[config.mk]
export PLATFORM = sky130hd
export DESIGN_NAME = alu_op_sequencer_flat
export DESIGN_NICKNAME = d
export VERILOG_FILES = /design/src/rtl/alu_op_sequencer_pkg.sv /design/src/rtl/alu_op_sequencer_if.sv /design/src/rtl/alu_op_sequencer_iter.sv /design/src/rtl/alu_op_sequencer.sv /design/src/flat_wrapper.sv
export SDC_FILE = /design/constraint.sdc
export NUM_CORES = 1
export LEC_CHECK = 0
export BUFFER_PORTS_ARGS = -buffer_cell sky130_fd_sc_hd__buf_2
export CAP_MARGIN = 20
export CORE_MARGIN = 8
export CORE_UTILIZATION = 40
export CTS_CLUSTER_SIZE = 8
export DETAILED_ROUTE_END_ITERATION = 7
export PLACE_DENSITY = 0.58
export SYNTH_ARGS = -nofsm -noshare
export SYNTH_HDL_FRONTEND = slang
export SYNTH_SLANG_ARGS = --single-unit
[constraint.sdc]
create_clock -name clk -period 3.54 [get_ports clk]
set_input_delay 0.708 -clock clk [delete_from_list [all_inputs] [get_ports clk]]
set_output_delay 0.708 -clock clk [all_outputs]
set_load 0.01 [all_outputs]
[src/rtl/alu_op_sequencer_pkg.sv]
// rtl/alu_op_sequencer_pkg.sv - opcodes, status bit indices and FSM encoding for the ALU sequencer
package alu_pkg;

    localparam logic [2:0] OP_ADD   = 3'd0;
    localparam logic [2:0] OP_SUB   = 3'd1;
    localparam logic [2:0] OP_SHIFT = 3'd2;
    localparam logic [2:0] OP_MUL   = 3'd3;
    localparam logic [2:0] OP_DIV   = 3'd4;

    localparam int ST_Z   = 0;
    localparam int ST_N   = 1;
    localparam int ST_C   = 2;
    localparam int ST_V   = 3;
    localparam int ST_ERR = 4;

    typedef enum logic [1:0] {
        S_IDLE = 2'd0,
        S_ITER = 2'd1,
        S_DONE = 2'd2
    } seq_state_t;

endpackage

[src/rtl/alu_op_sequencer_if.sv]
// rtl/alu_op_sequencer_if.sv - request/response handshake bundle between issue logic and the sequencer
interface alu_op_sequencer_if #(parameter int WIDTH = 8);

    logic             in_valid;
    logic             in_ready;
    logic [2:0]       opcode;
    logic [WIDTH-1:0] operand1;
    logic [WIDTH-1:0] operand2;
    logic             status_in;
    logic             out_valid;
    logic             out_ready;
    logic [WIDTH-1:0] result_hi;
    logic [WIDTH-1:0] result_lo;
    logic [4:0]       status_out;

    modport master (
        output in_valid, opcode, operand1, operand2, status_in, out_ready,
        input  in_ready, out_valid, result_hi, result_lo, status_out
    );

    modport slave (
        input  in_valid, opcode, operand1, operand2, status_in, out_ready,
        output in_ready, out_valid, result_hi, result_lo, status_out
    );

endinterface

[src/rtl/alu_op_sequencer_iter.sv]
// rtl/alu_op_sequencer_iter.sv - alu_iter_unit: shift-add multiply, restoring divide when ALU_SEQ_DIV_EN is defined
module alu_iter_unit #(parameter int WIDTH = 8) (
    input  logic             clk,
    input  logic             rst,
    input  logic             start,
`ifdef ALU_SEQ_DIV_EN
    input  logic             is_div,
`endif
    input  logic [WIDTH-1:0] a,
    input  logic [WIDTH-1:0] b,
    output logic             busy,
    output logic             done,
    output logic [WIDTH-1:0] res_hi,
    output logic [WIDTH-1:0] res_lo
);

    localparam int CW = $clog2(WIDTH + 1);

    logic [CW-1:0]    cnt_q, cnt_d;
    logic [WIDTH-1:0] hi_q, hi_d, lo_q, lo_d, opv_q, opv_d;
    logic [WIDTH-1:0] cur_hi, cur_lo, cur_opv;
    logic [WIDTH:0]   sum;
`ifdef ALU_SEQ_DIV_EN
    logic             div_q, div_d, cur_div;
    logic [WIDTH:0]   shifted, trial;
`endif

    assign done   = (cnt_q == CW'(WIDTH));
    assign busy   = (cnt_q != '0) && !done;
    assign res_hi = hi_q;
    assign res_lo = lo_q;

    // One bit per cycle; the start cycle already performs the first step on fresh operands
    always_comb begin
        cnt_d   = cnt_q;
        hi_d    = hi_q;
        lo_d    = lo_q;
        opv_d   = opv_q;
        cur_hi  = hi_q;
        cur_lo  = lo_q;
        cur_opv = opv_q;
        sum     = '0;
`ifdef ALU_SEQ_DIV_EN
        div_d   = div_q;
        cur_div = div_q;
        shifted = '0;
        trial   = '0;
`endif
        if (start) begin
            cur_hi  = '0;
            cur_lo  = b;
            cur_opv = a;
`ifdef ALU_SEQ_DIV_EN
            cur_div = is_div;
            if (is_div) begin
                cur_lo  = a;
                cur_opv = b;
            end
`endif
        end
        if (start || busy) begin
            cnt_d = start ? CW'(1) : cnt_q + CW'(1);
            opv_d = cur_opv;
            sum   = {1'b0, cur_hi} + (cur_lo[0] ? {1'b0, cur_opv} : '0);
            hi_d  = sum[WIDTH:1];
            lo_d  = {sum[0], cur_lo[WIDTH-1:1]};
`ifdef ALU_SEQ_DIV_EN
            div_d   = cur_div;
            shifted = {cur_hi, cur_lo[WIDTH-1]};
            trial   = shifted - {1'b0, cur_opv};
            if (cur_div) begin
                hi_d = trial[WIDTH] ? shifted[WIDTH-1:0] : trial[WIDTH-1:0];
                lo_d = {cur_lo[WIDTH-2:0], ~trial[WIDTH]};
            end
`endif
        end
    end

    // Iteration state register
    always_ff @(posedge clk or posedge rst) begin
        if (rst) begin
            cnt_q <= '0;
            hi_q  <= '0;
            lo_q  <= '0;
            opv_q <= '0;
`ifdef ALU_SEQ_DIV_EN
            div_q <= 1'b0;
`endif
        end else begin
            cnt_q <= cnt_d;
            hi_q  <= hi_d;
            lo_q  <= lo_d;
            opv_q <= opv_d;
`ifdef ALU_SEQ_DIV_EN
            div_q <= div_d;
`endif
        end
    end

endmodule

[src/rtl/alu_op_sequencer.sv]
// rtl/alu_op_sequencer.sv - ALU op sequencer top; DIV enabled by ALU_SEQ_DIV_EN
module alu_op_sequencer
    import alu_pkg::*;
#(
    parameter int WIDTH = 8
) (
    input  logic               clk,
    input  logic               rst,
    alu_op_sequencer_if.slave  bus
);

    seq_state_t       state_q, state_d;
    logic [2:0]       op_q, op_d;
    logic [WIDTH-1:0] hi_q, hi_d, lo_q, lo_d;
    logic [4:0]       st_q, st_d;

    logic             in_ready, go_iter, iter_start, iter_busy, iter_done;
    logic [WIDTH-1:0] iter_hi, iter_lo, f_hi, f_lo;
    logic [4:0]       f_st, i_st;
    logic             f_c, f_v, f_err, f_legal;
    logic [WIDTH:0]   sum;
    int               sh;

    assign in_ready       = (state_q == S_IDLE) && !iter_busy;
    assign bus.in_ready   = in_ready;
    assign bus.out_valid  = (state_q == S_DONE);
    assign bus.result_hi  = hi_q;
    assign bus.result_lo  = lo_q;
    assign bus.status_out = st_q;

`ifdef ALU_SEQ_DIV_EN
    assign go_iter = (bus.opcode == OP_MUL) || ((bus.opcode == OP_DIV) && (bus.operand2 != '0));
`else
    assign go_iter = (bus.opcode == OP_MUL);
`endif

    alu_iter_unit #(.WIDTH(WIDTH)) u_iter (
        .clk    (clk),
        .rst    (rst),
        .start  (iter_start),
`ifdef ALU_SEQ_DIV_EN
        .is_div (bus.opcode == OP_DIV),
`endif
        .a      (bus.operand1),
        .b      (bus.operand2),
        .busy   (iter_busy),
        .done   (iter_done),
        .res_hi (iter_hi),
        .res_lo (iter_lo)
    );

    // Single-cycle results computed straight from the request inputs
    always_comb begin
        f_hi    = '0;
        f_lo    = '0;
        f_c     = 1'b0;
        f_v     = 1'b0;
        f_err   = 1'b0;
        f_legal = 1'b1;
        sum     = '0;
        sh      = 0;
        case (bus.opcode)
            OP_ADD: begin
                sum  = {1'b0, bus.operand1} + {1'b0, bus.operand2} + {{WIDTH{1'b0}}, bus.status_in};
                f_lo = sum[WIDTH-1:0];
                f_c  = sum[WIDTH];
                f_v  = (bus.operand1[WIDTH-1] == bus.operand2[WIDTH-1]) &&
                       (f_lo[WIDTH-1] != bus.operand1[WIDTH-1]);
            end
            OP_SUB: begin
                sum  = {1'b0, bus.operand1} - {1'b0, bus.operand2} - {{WIDTH{1'b0}}, bus.status_in};
                f_lo = sum[WIDTH-1:0];
                f_c  = ~sum[WIDTH];
                f_v  = (bus.operand1[WIDTH-1] != bus.operand2[WIDTH-1]) &&
                       (f_lo[WIDTH-1] != bus.operand1[WIDTH-1]);
            end
            OP_SHIFT: begin
                sh = int'($signed(bus.operand2));
                if (sh == 0) begin
                    f_lo = bus.operand1;
                end else if (sh > 0 && sh < WIDTH) begin
                    f_lo = bus.operand1 >> sh;
                    f_c  = |(bus.operand1 & (WIDTH'(1) << (sh - 1)));
                end else if (sh < 0 && -sh < WIDTH) begin
                    f_lo = bus.operand1 << (-sh);
                    f_c  = |(bus.operand1 & (WIDTH'(1) << (WIDTH + sh)));
                end
            end
            OP_MUL: ;
`ifdef ALU_SEQ_DIV_EN
            OP_DIV: begin
                if (bus.operand2 == '0) begin
                    f_lo  = '1;
                    f_hi  = bus.operand1;
                    f_err = 1'b1;
                end
            end
`endif
            default: begin
                f_legal = 1'b0;
                f_err   = 1'b1;
            end
        endcase
        f_st = '0;
        if (f_legal) begin
            f_st[ST_Z] = (f_lo == '0);
            f_st[ST_N] = f_lo[WIDTH-1];
            f_st[ST_C] = f_c;
            f_st[ST_V] = f_v;
        end
        f_st[ST_ERR] = f_err;
    end

    // Flags for a finished multiply/divide
    always_comb begin
        i_st       = '0;
        i_st[ST_Z] = (iter_lo == '0);
        i_st[ST_N] = iter_lo[WIDTH-1];
        i_st[ST_C] = (op_q == OP_MUL) && (iter_hi != '0);
        i_st[ST_V] = (op_q == OP_MUL) && (iter_hi != '0);
    end

    // Sequencer FSM: accept, iterate if needed, hold the response until taken
    always_comb begin
        state_d    = state_q;
        op_d       = op_q;
        hi_d       = hi_q;
        lo_d       = lo_q;
        st_d       = st_q;
        iter_start = 1'b0;
        case (state_q)
            S_IDLE: begin
                if (bus.in_valid && in_ready) begin
                    op_d = bus.opcode;
                    if (go_iter) begin
                        iter_start = 1'b1;
                        state_d    = S_ITER;
                    end else begin
                        hi_d    = f_hi;
                        lo_d    = f_lo;
                        st_d    = f_st;
                        state_d = S_DONE;
                    end
                end
            end
            S_ITER: begin
                if (iter_done) begin
                    hi_d    = iter_hi;
                    lo_d    = iter_lo;
                    st_d    = i_st;
                    state_d = S_DONE;
                end
            end
            S_DONE: begin
                if (bus.out_ready) begin
                    state_d = S_IDLE;
                end
            end
            default: state_d = S_IDLE;
        endcase
    end

    // State and registered outputs
    always_ff @(posedge clk or posedge rst) begin
        if (rst) begin
            state_q <= S_IDLE;
            op_q    <= '0;
            hi_q    <= '0;
            lo_q    <= '0;
            st_q    <= '0;
        end else begin
            state_q <= state_d;
            op_q    <= op_d;
            hi_q    <= hi_d;
            lo_q    <= lo_d;
            st_q    <= st_d;
        end
    end

endmodule
[src/flat_wrapper.sv]
// flat-port wrapper written by rule: the top's interface ports become plain ports
module alu_op_sequencer_flat import alu_pkg::*;
#(
    parameter int WIDTH = 8
)
  (clk, rst, bus_in_valid, bus_opcode, bus_operand1, bus_operand2, bus_status_in, bus_out_ready, bus_in_ready, bus_out_valid, bus_result_hi, bus_result_lo, bus_status_out);
  alu_op_sequencer_if #(.WIDTH(WIDTH)) bus_i ();
  input  logic clk;
  input  logic rst;
  input wire logic [$bits(bus_i.in_valid)-1:0] bus_in_valid;
  input wire logic [$bits(bus_i.opcode)-1:0] bus_opcode;
  input wire logic [$bits(bus_i.operand1)-1:0] bus_operand1;
  input wire logic [$bits(bus_i.operand2)-1:0] bus_operand2;
  input wire logic [$bits(bus_i.status_in)-1:0] bus_status_in;
  input wire logic [$bits(bus_i.out_ready)-1:0] bus_out_ready;
  output wire logic [$bits(bus_i.in_ready)-1:0] bus_in_ready;
  output wire logic [$bits(bus_i.out_valid)-1:0] bus_out_valid;
  output wire logic [$bits(bus_i.result_hi)-1:0] bus_result_hi;
  output wire logic [$bits(bus_i.result_lo)-1:0] bus_result_lo;
  output wire logic [$bits(bus_i.status_out)-1:0] bus_status_out;
  assign bus_i.in_valid = bus_in_valid;
  assign bus_i.opcode = bus_opcode;
  assign bus_i.operand1 = bus_operand1;
  assign bus_i.operand2 = bus_operand2;
  assign bus_i.status_in = bus_status_in;
  assign bus_i.out_ready = bus_out_ready;
  assign bus_in_ready = bus_i.in_ready;
  assign bus_out_valid = bus_i.out_valid;
  assign bus_result_hi = bus_i.result_hi;
  assign bus_result_lo = bus_i.result_lo;
  assign bus_status_out = bus_i.status_out;
  alu_op_sequencer #(.WIDTH(WIDTH)) u_core (.clk(clk), .rst(rst), .bus(bus_i));
endmodule
-- Word level (Yosys, flattened, before mapping)
Index checks and enable logic that the tools add are counted.
- flip-flop bits (word level): 54
- output and inout port bits: 23
- bits of input ports: 24
- order comparisons: 4
- bitwise gates (word level): 3
- $add $sub $neg: 9
- mux-type cells: 37
- shift-type cells: 4
- reduce and logical (&&, ||, !) cells: 26
- eq/ne operators: 15
- operator list (kind ; number):
    $mux W8 ; 13
    $shl A1 B32 Y8 const A ; 2
    $logic_not A32 Y1 ; 1
    $lt A32 B5 Y1 const B ; 1
    $neg A8 Y32 ; 1
    $pmux W8 S2 ; 2
    $shl A8 B32 Y8 ; 1
    $shr A8 B32 Y8 ; 1
    $pmux W8 S3 ; 1
    $add A8 B8 Y9 ; 2
    $and A8 B8 Y8 ; 2
    $logic_not A8 Y1 ; 2
    $reduce_or A8 Y1 ; 2
    $mux W5 ; 3
    $pmux W5 S2 ; 1
    $add A5 B8 Y9 const A ; 1
    $add A9 B1 Y9 ; 1
    $eq A3 B2 Y1 const B ; 3
    $sub A8 B2 Y9 const B ; 1
    $sub A8 B8 Y9 ; 1
    $sub A9 B1 Y9 ; 1
    $gt A8 B1 Y1 const B ; 1
    $logic_and A1 B1 Y1 ; 8
    $lt A8 B1 Y1 const B ; 1
    28 further kinds ; 45

-- Depth between registers and ports, before layout
- depth after elaboration: 12
- depth in mapped cells: 22
- gate-level depth less buffers: 19

-- Modules after synthesis
A second synthesis with hierarchy kept.
- cells, all modules: 605
- area, all modules: 5111.2 µm²
- by module, submodules not included (module ; area an instance (µm²) ; cells each ; instances):
    alu_op_sequencer ; 3468.3 ; 445 ; 1
    alu_iter_unit ; 1642.8 ; 160 ; 1

-- Worst setup path after synthesis
Ideal clock, no wire load.
- path type: register -> register
- start point: register u_core.u_iter.cnt_q[0]
- end point: register u_core.u_iter.hi_q[6] (netlist: u_core.u_iter.res_hi[6])
- arrival: 3.679 ns
- setup slack: -0.274 ns
- cell stages (with the launch flop): 20
- buffers on the path: 2
- cell sequence: dfrtp_1 -> inv_1 -> ha_1 -> nand2b_1 -> clkbuf_1 -> nor3_1 -> and3_1 -> clkbuf_1 -> mux2i_1 -> or2_2 -> inv_1 -> ha_1 -> a21o_1 -> a21oi_1 -> o21ai_0 -> a21oi_1 -> o21bai_1 -> a21oi_1 -> xor2_1 -> o21ai_0
- longest elaborated chain between the ends: 11
- ends and longest elaborated chain (what ; RTL line ; source):
    start, declared ; alu_op_sequencer_iter.sv:19 ; logic [CW-1:0] cnt_q, cnt_d;
    start signal, assigned ; alu_op_sequencer_iter.sv:90 ; cnt_q <= cnt_d;
    $eq A4 B4 Y1 ; alu_op_sequencer_iter.sv:28 ; assign done = (cnt_q == CW'(WIDTH));
    $logic_not A1 Y1 ; alu_op_sequencer_iter.sv:29 ; assign busy = (cnt_q != '0) && !done;
    $logic_and A1 B1 Y1 (*) ; alu_op_sequencer_iter.sv:29 ;
    $logic_not A1 Y1 (*) ; alu_op_sequencer.sv:24 ; assign in_ready = (state_q == S_IDLE) && !iter_busy;
    $logic_and A1 B1 Y1 (*) ; alu_op_sequencer.sv:24 ;
    named net bus_in_ready ; flat_wrapper.sv:16 ; output wire logic [$bits(bus_i.in_ready)-1:0] bus_in_ready;
    $logic_and A1 B1 Y1 (*) ; alu_op_sequencer.sv:133 ; if (bus.in_valid && in_ready) begin
    $mux W1 (*) ; alu_op_sequencer.sv:133 ;
    $mux W1 (*) ; alu_op_sequencer.sv:131 ; case (state_q)
    $mux W8 ; alu_op_sequencer_iter.sv:49 ; if (start) begin
    $mux W8 ; alu_op_sequencer_iter.sv:64 ; sum = {1'b0, cur_hi} + (cur_lo[0] ? {1'b0, cur_opv} : '0);
    $add A8 B8 Y9 ; alu_op_sequencer_iter.sv:64 ;
    end signal, assigned ; alu_op_sequencer_iter.sv:91 ; hi_q <= hi_d;
    end, declared ; alu_op_sequencer_iter.sv:20 ; logic [WIDTH-1:0] hi_q, hi_d, lo_q, lo_d, opv_q, opv_d;
The timed path passes the listed nets; every way through them passes the cells marked *.
A chain may end at the register's enable or synchronous reset.

-- Final worst setup path
- start point: input port bus_operand2[5]
- end point: register u_core.lo_q[6] (netlist: u_core.bus.result_lo[6])
- longest elaborated chain between the ends: 10
- ends and longest elaborated chain (what ; RTL line ; source):
    start, declared ; flat_wrapper.sv:13 ; input wire logic [$bits(bus_i.operand2)-1:0] bus_operand2;
    $neg A8 Y32 ; alu_op_sequencer.sv:84, alu_op_sequencer.sv:85 ;
    $lt A32 B5 Y1 ; alu_op_sequencer.sv:84 ; end else if (sh < 0 && -sh < WIDTH) begin
    $logic_and A1 B1 Y1 ; alu_op_sequencer.sv:84 ;
    $mux W8 ; alu_op_sequencer.sv:84 ;
    $mux W8 ; alu_op_sequencer.sv:81 ; end else if (sh > 0 && sh < WIDTH) begin
    $mux W8 ; alu_op_sequencer.sv:79 ; if (sh == 0) begin
    $pmux W8 S3 (*) ; alu_op_sequencer.sv:62 ; case (bus.opcode)
    $mux W8 (*) ; alu_op_sequencer.sv:135 ; if (go_iter) begin
    $mux W8 (*) ; alu_op_sequencer.sv:133 ;
    $pmux W8 S2 (*) ; alu_op_sequencer.sv:131 ;
    end signal, assigned ; alu_op_sequencer.sv:175 ; lo_q <= lo_d;
    end, declared ; alu_op_sequencer.sv:14 ; logic [WIDTH-1:0] hi_q, hi_d, lo_q, lo_d;
Mark *: on every way between the ends. The rest lies on a longest branch, timed or not. The select of a mux whose other input is x is not followed.

==> results.yml <==
outcome:
  outcome: "finished, final reports clean"
routing:
  viasPerCell: 5.57
  first_pass_iters: 6
  via_count: 4687
  drtIter0Drc: 337
  drtAntennaViolNets: 0
  drt_wl_total_um: 15200
  drcViolationCount: 0
  wl_per_cell_um: 18.1
floorplanning:
  pin_count: 47
  die_w_um: 127
  rows: 40
  die_area_um2: 16200
  core-area_um2: 12100
  die_h_um: 127
  start_util: 0.411
place:
  place_congestion: 0.980
  portBuffers: 46
  dp_slack_ps: -289
  hpwlAfterDp_um: 12000
  dpl_cell_area_um2: 5810
global_routing:
  antenna_found_initial: 0
  gr-max-usage-layer: "met2"
  use_met2: 0.305
  met3_usage: 0.0341
  grt_max_degree: 40
  grt_pass1_vias: 4723
  grt_usage: 0.188
  grt_pass1_wl_um: 24700
  overflow: 0
  grtUsageMet1: 0.254
clock_tree:
  holdBufCountCts: 0
  cts-htree-levels: 2
  clock-sinks: 54
  clk_pin_slew_ps: 70
  clk_latency_ps: 290
  clockBufferDepth: 2
  cts-root-buf: "clkbuf_16"
  cts_tree: "yes"
  cts_buffers: 5
setup_path:
  cp.required_ps: 3780
  worstSetupStartpointType: "input pin"
  critPathKind: "input pin to register"
  critPathMaxFanout: 7
  crit_arrival_ps: 3670
  endpoint_kind: "register"
power:
  ir_worst_vdd_mv: 0.297
  p_leak_uw: 0.00287
  p_int_uw: 1820
  p_seq_frac: 0.349
  p_sw_frac: 0.393
  powerDensity_nw_per_um2: 491
  switchingPower_uw: 1180
  p_clk_frac: 0.184
  pwr-share-comb: 0.467
logic_synthesis:
  synth_fa_ha_area_frac: 0.134
  synth_xor_xnor_area_share: 0.0505
  synth_largest_area_cell: "dfrtp_1"
  synth_cells: 580
  synth_edf_count: 0
  ys_seq_elements: 54
  yosys.area_share.simple: 0.191
  yosys-mux-area-fraction: 0.0800
  yosysWarnings: 0
  synth.avg_cell_area_um2: 8.55
  synth-seq-area-share: 0.273
  synth_compound_area_frac: 0.210
  syn_nets: 654
  yosysUniqueCellTypes: 72
  async_flop_share: 1.00
  synth.area.top_cells: "dfrtp_1 27%, ha_1 11%, nand2_1 5.1%, a21oi_1 4.2%, mux2i_1 3.8%"
  synth_top_family_by_area: "compound AO/OA/AOI/OAI gates"
  synth_common_cells: "68 x nand2_1, 54 x dfrtp_1, 45 x ha_1, 45 x inv_1, 42 x a21oi_1"
  synth_flop_cell: "dfrtp_1"
  yosysMostFrequentCell: "nand2_1"
  syn_area_um2: 4960
  synth_top_area_frac: 0.273
timing:
  final_hold_viol_count: 0
  setup_tns_ps: 0
  finalCritPeriodShare: 0.969
  setup_violations: 0
  min_period_ps: 3430
  slew_headroom: 0.455
  layout_setup_ws_ps: 109
  finalClockSkew_ps: 6.26
  finalMaxSlewViolations: 0
  max_freq_mhz: 291
  worst_pin_slew_ps: 816
  hold_ws_ps: 470
final_layout:
  area.sequential_um2: 1350
  antennaDiodeCount: 0
  fill_cells: 1135
  multiInputGateArea_um2: 3450
  post-route-cell-area_um2: 6110
  layout-drive-gt1-share: 0.267
  area_growth_pct: 23.2
  nNetsFinal: 746
job:
  drv_cap: 0
hold_path:
  hp-class: "register to register"
-- registers in the layout, summed over array words and instances, names as in the netlist, 3 cells and up --
| register | flops |
|---|---|
| u_core.bus.result_hi | 8 |
| u_core.op_q | 3 |
| u_core.u_iter.res_hi | 8 |
| u_core.u_iter.cnt_q | 4 |
| u_core.bus.status_out | 5 |
| u_core.u_iter.res_lo | 8 |
| u_core.u_iter.opv_q | 8 |
| u_core.bus.result_lo | 8 |
-- timing repair --
action                                  4_1_cts  5_1_grt
resized for setup                             2       25
hold endpoints to repair                      0        0
buffers inserted                              0        5
pin swaps                                     0       12
endpoints found under the setup margin        3       15
-- per-stage QoR --
step | instances | power [µW] | util
after detailed placement | 829 | 2410 | 0.482
final | 841 | 3000 | 0.507
after global routing | 841 | 3220 | 0.507
after floorplan | 580 | 1920 | -
after CTS | 837 | 2970 | 0.496
after global placement | 829 | 2370 | 0.482
-- final timing paths --
path,startpoint,end,slack (ps),depth (start not counted)
max,bus_operand2[5],u_core.bus.result_lo[6],110,13
min,u_core.u_iter.opv_q[6],u_core.u_iter.opv_q[6],470,2
max reg2reg,u_core.u_iter.cnt_q[0],u_core.u_iter.res_hi[6],210,17
min reg2reg,u_core.u_iter.opv_q[6],u_core.u_iter.opv_q[6],470,2
max in group asynchronous,rst,u_core.u_iter.res_hi[1],2220,3
min in group asynchronous,rst,u_core.u_iter.cnt_q[2],570,2
-- layout by cell type, fill, tap and decap left out, types with 9 or more instances in the layout --
cell type and n:
buf_4 70, nand2_1 65, dfrtp_1 54, buf_2 46, inv_1 42, ha_1 40
a21oi_1 39, o21ai_0 30, nor2_1 29, mux2i_1 18, xnor2_1 16, nor2b_1 11
a22o_1 11, mux2_2 10, xor2_1 10, nor3_1 9
-- layout make-up --
cell class              count  share of cell area
flip-flops and latches     54               0.221
clock buffers               7              0.0217
inverters                  47              0.0291
repair buffers            116               0.124
clock inverters             1             0.00492
well taps                 168              0.0344
multi-input cells         448               0.565
-- critical path, stage by stage --
cell and delay, ps:
buf_2 100, or4_4 550, or3_4 360, ha_4 170
nor4bb_2 280, nand4_1 190, a2111oi_4 210, buf_4 210
o211ai_4 100, o32ai_2 320, a21oi_2 70, a221oi_2 260
a21o_1 110
-- power groups by stage --
stage / registers (µW) / clock network (µW) / logic [µW]
finish: 1050 / 551 / 1400
global route: 1070 / 583 / 1560
CTS: 1040 / 562 / 1370
detailed placement: 1050 / 0 / 1360
global placement: 1050 / 0 / 1320
floorplan: 1030 / 0 / 891
-- cells by family (layout without fill, tap and decap cells) --
kind of cell | count (synthesis) | count (layout)
AO/OA/AOI/OAI | 154 | 154
XOR/XNOR | 27 | 27
adder cells (fa/ha/maj) | 50 | 50
buffers and inverters | 78 | 171
flip-flops | 54 | 54
multiplexers | 33 | 33
AND/OR/NAND/NOR | 184 | 184
-- routing by layer --
layer,routed length (µm),up-vias,part of all wire
met4,297,0,0.020
met5,0,-,0
met3,866,23,0.057
met1,7120,2244,0.47
met2,6900,150,0.45
li1,-,2270,-
No activity file was read; power rests on OpenSTA's default activity.
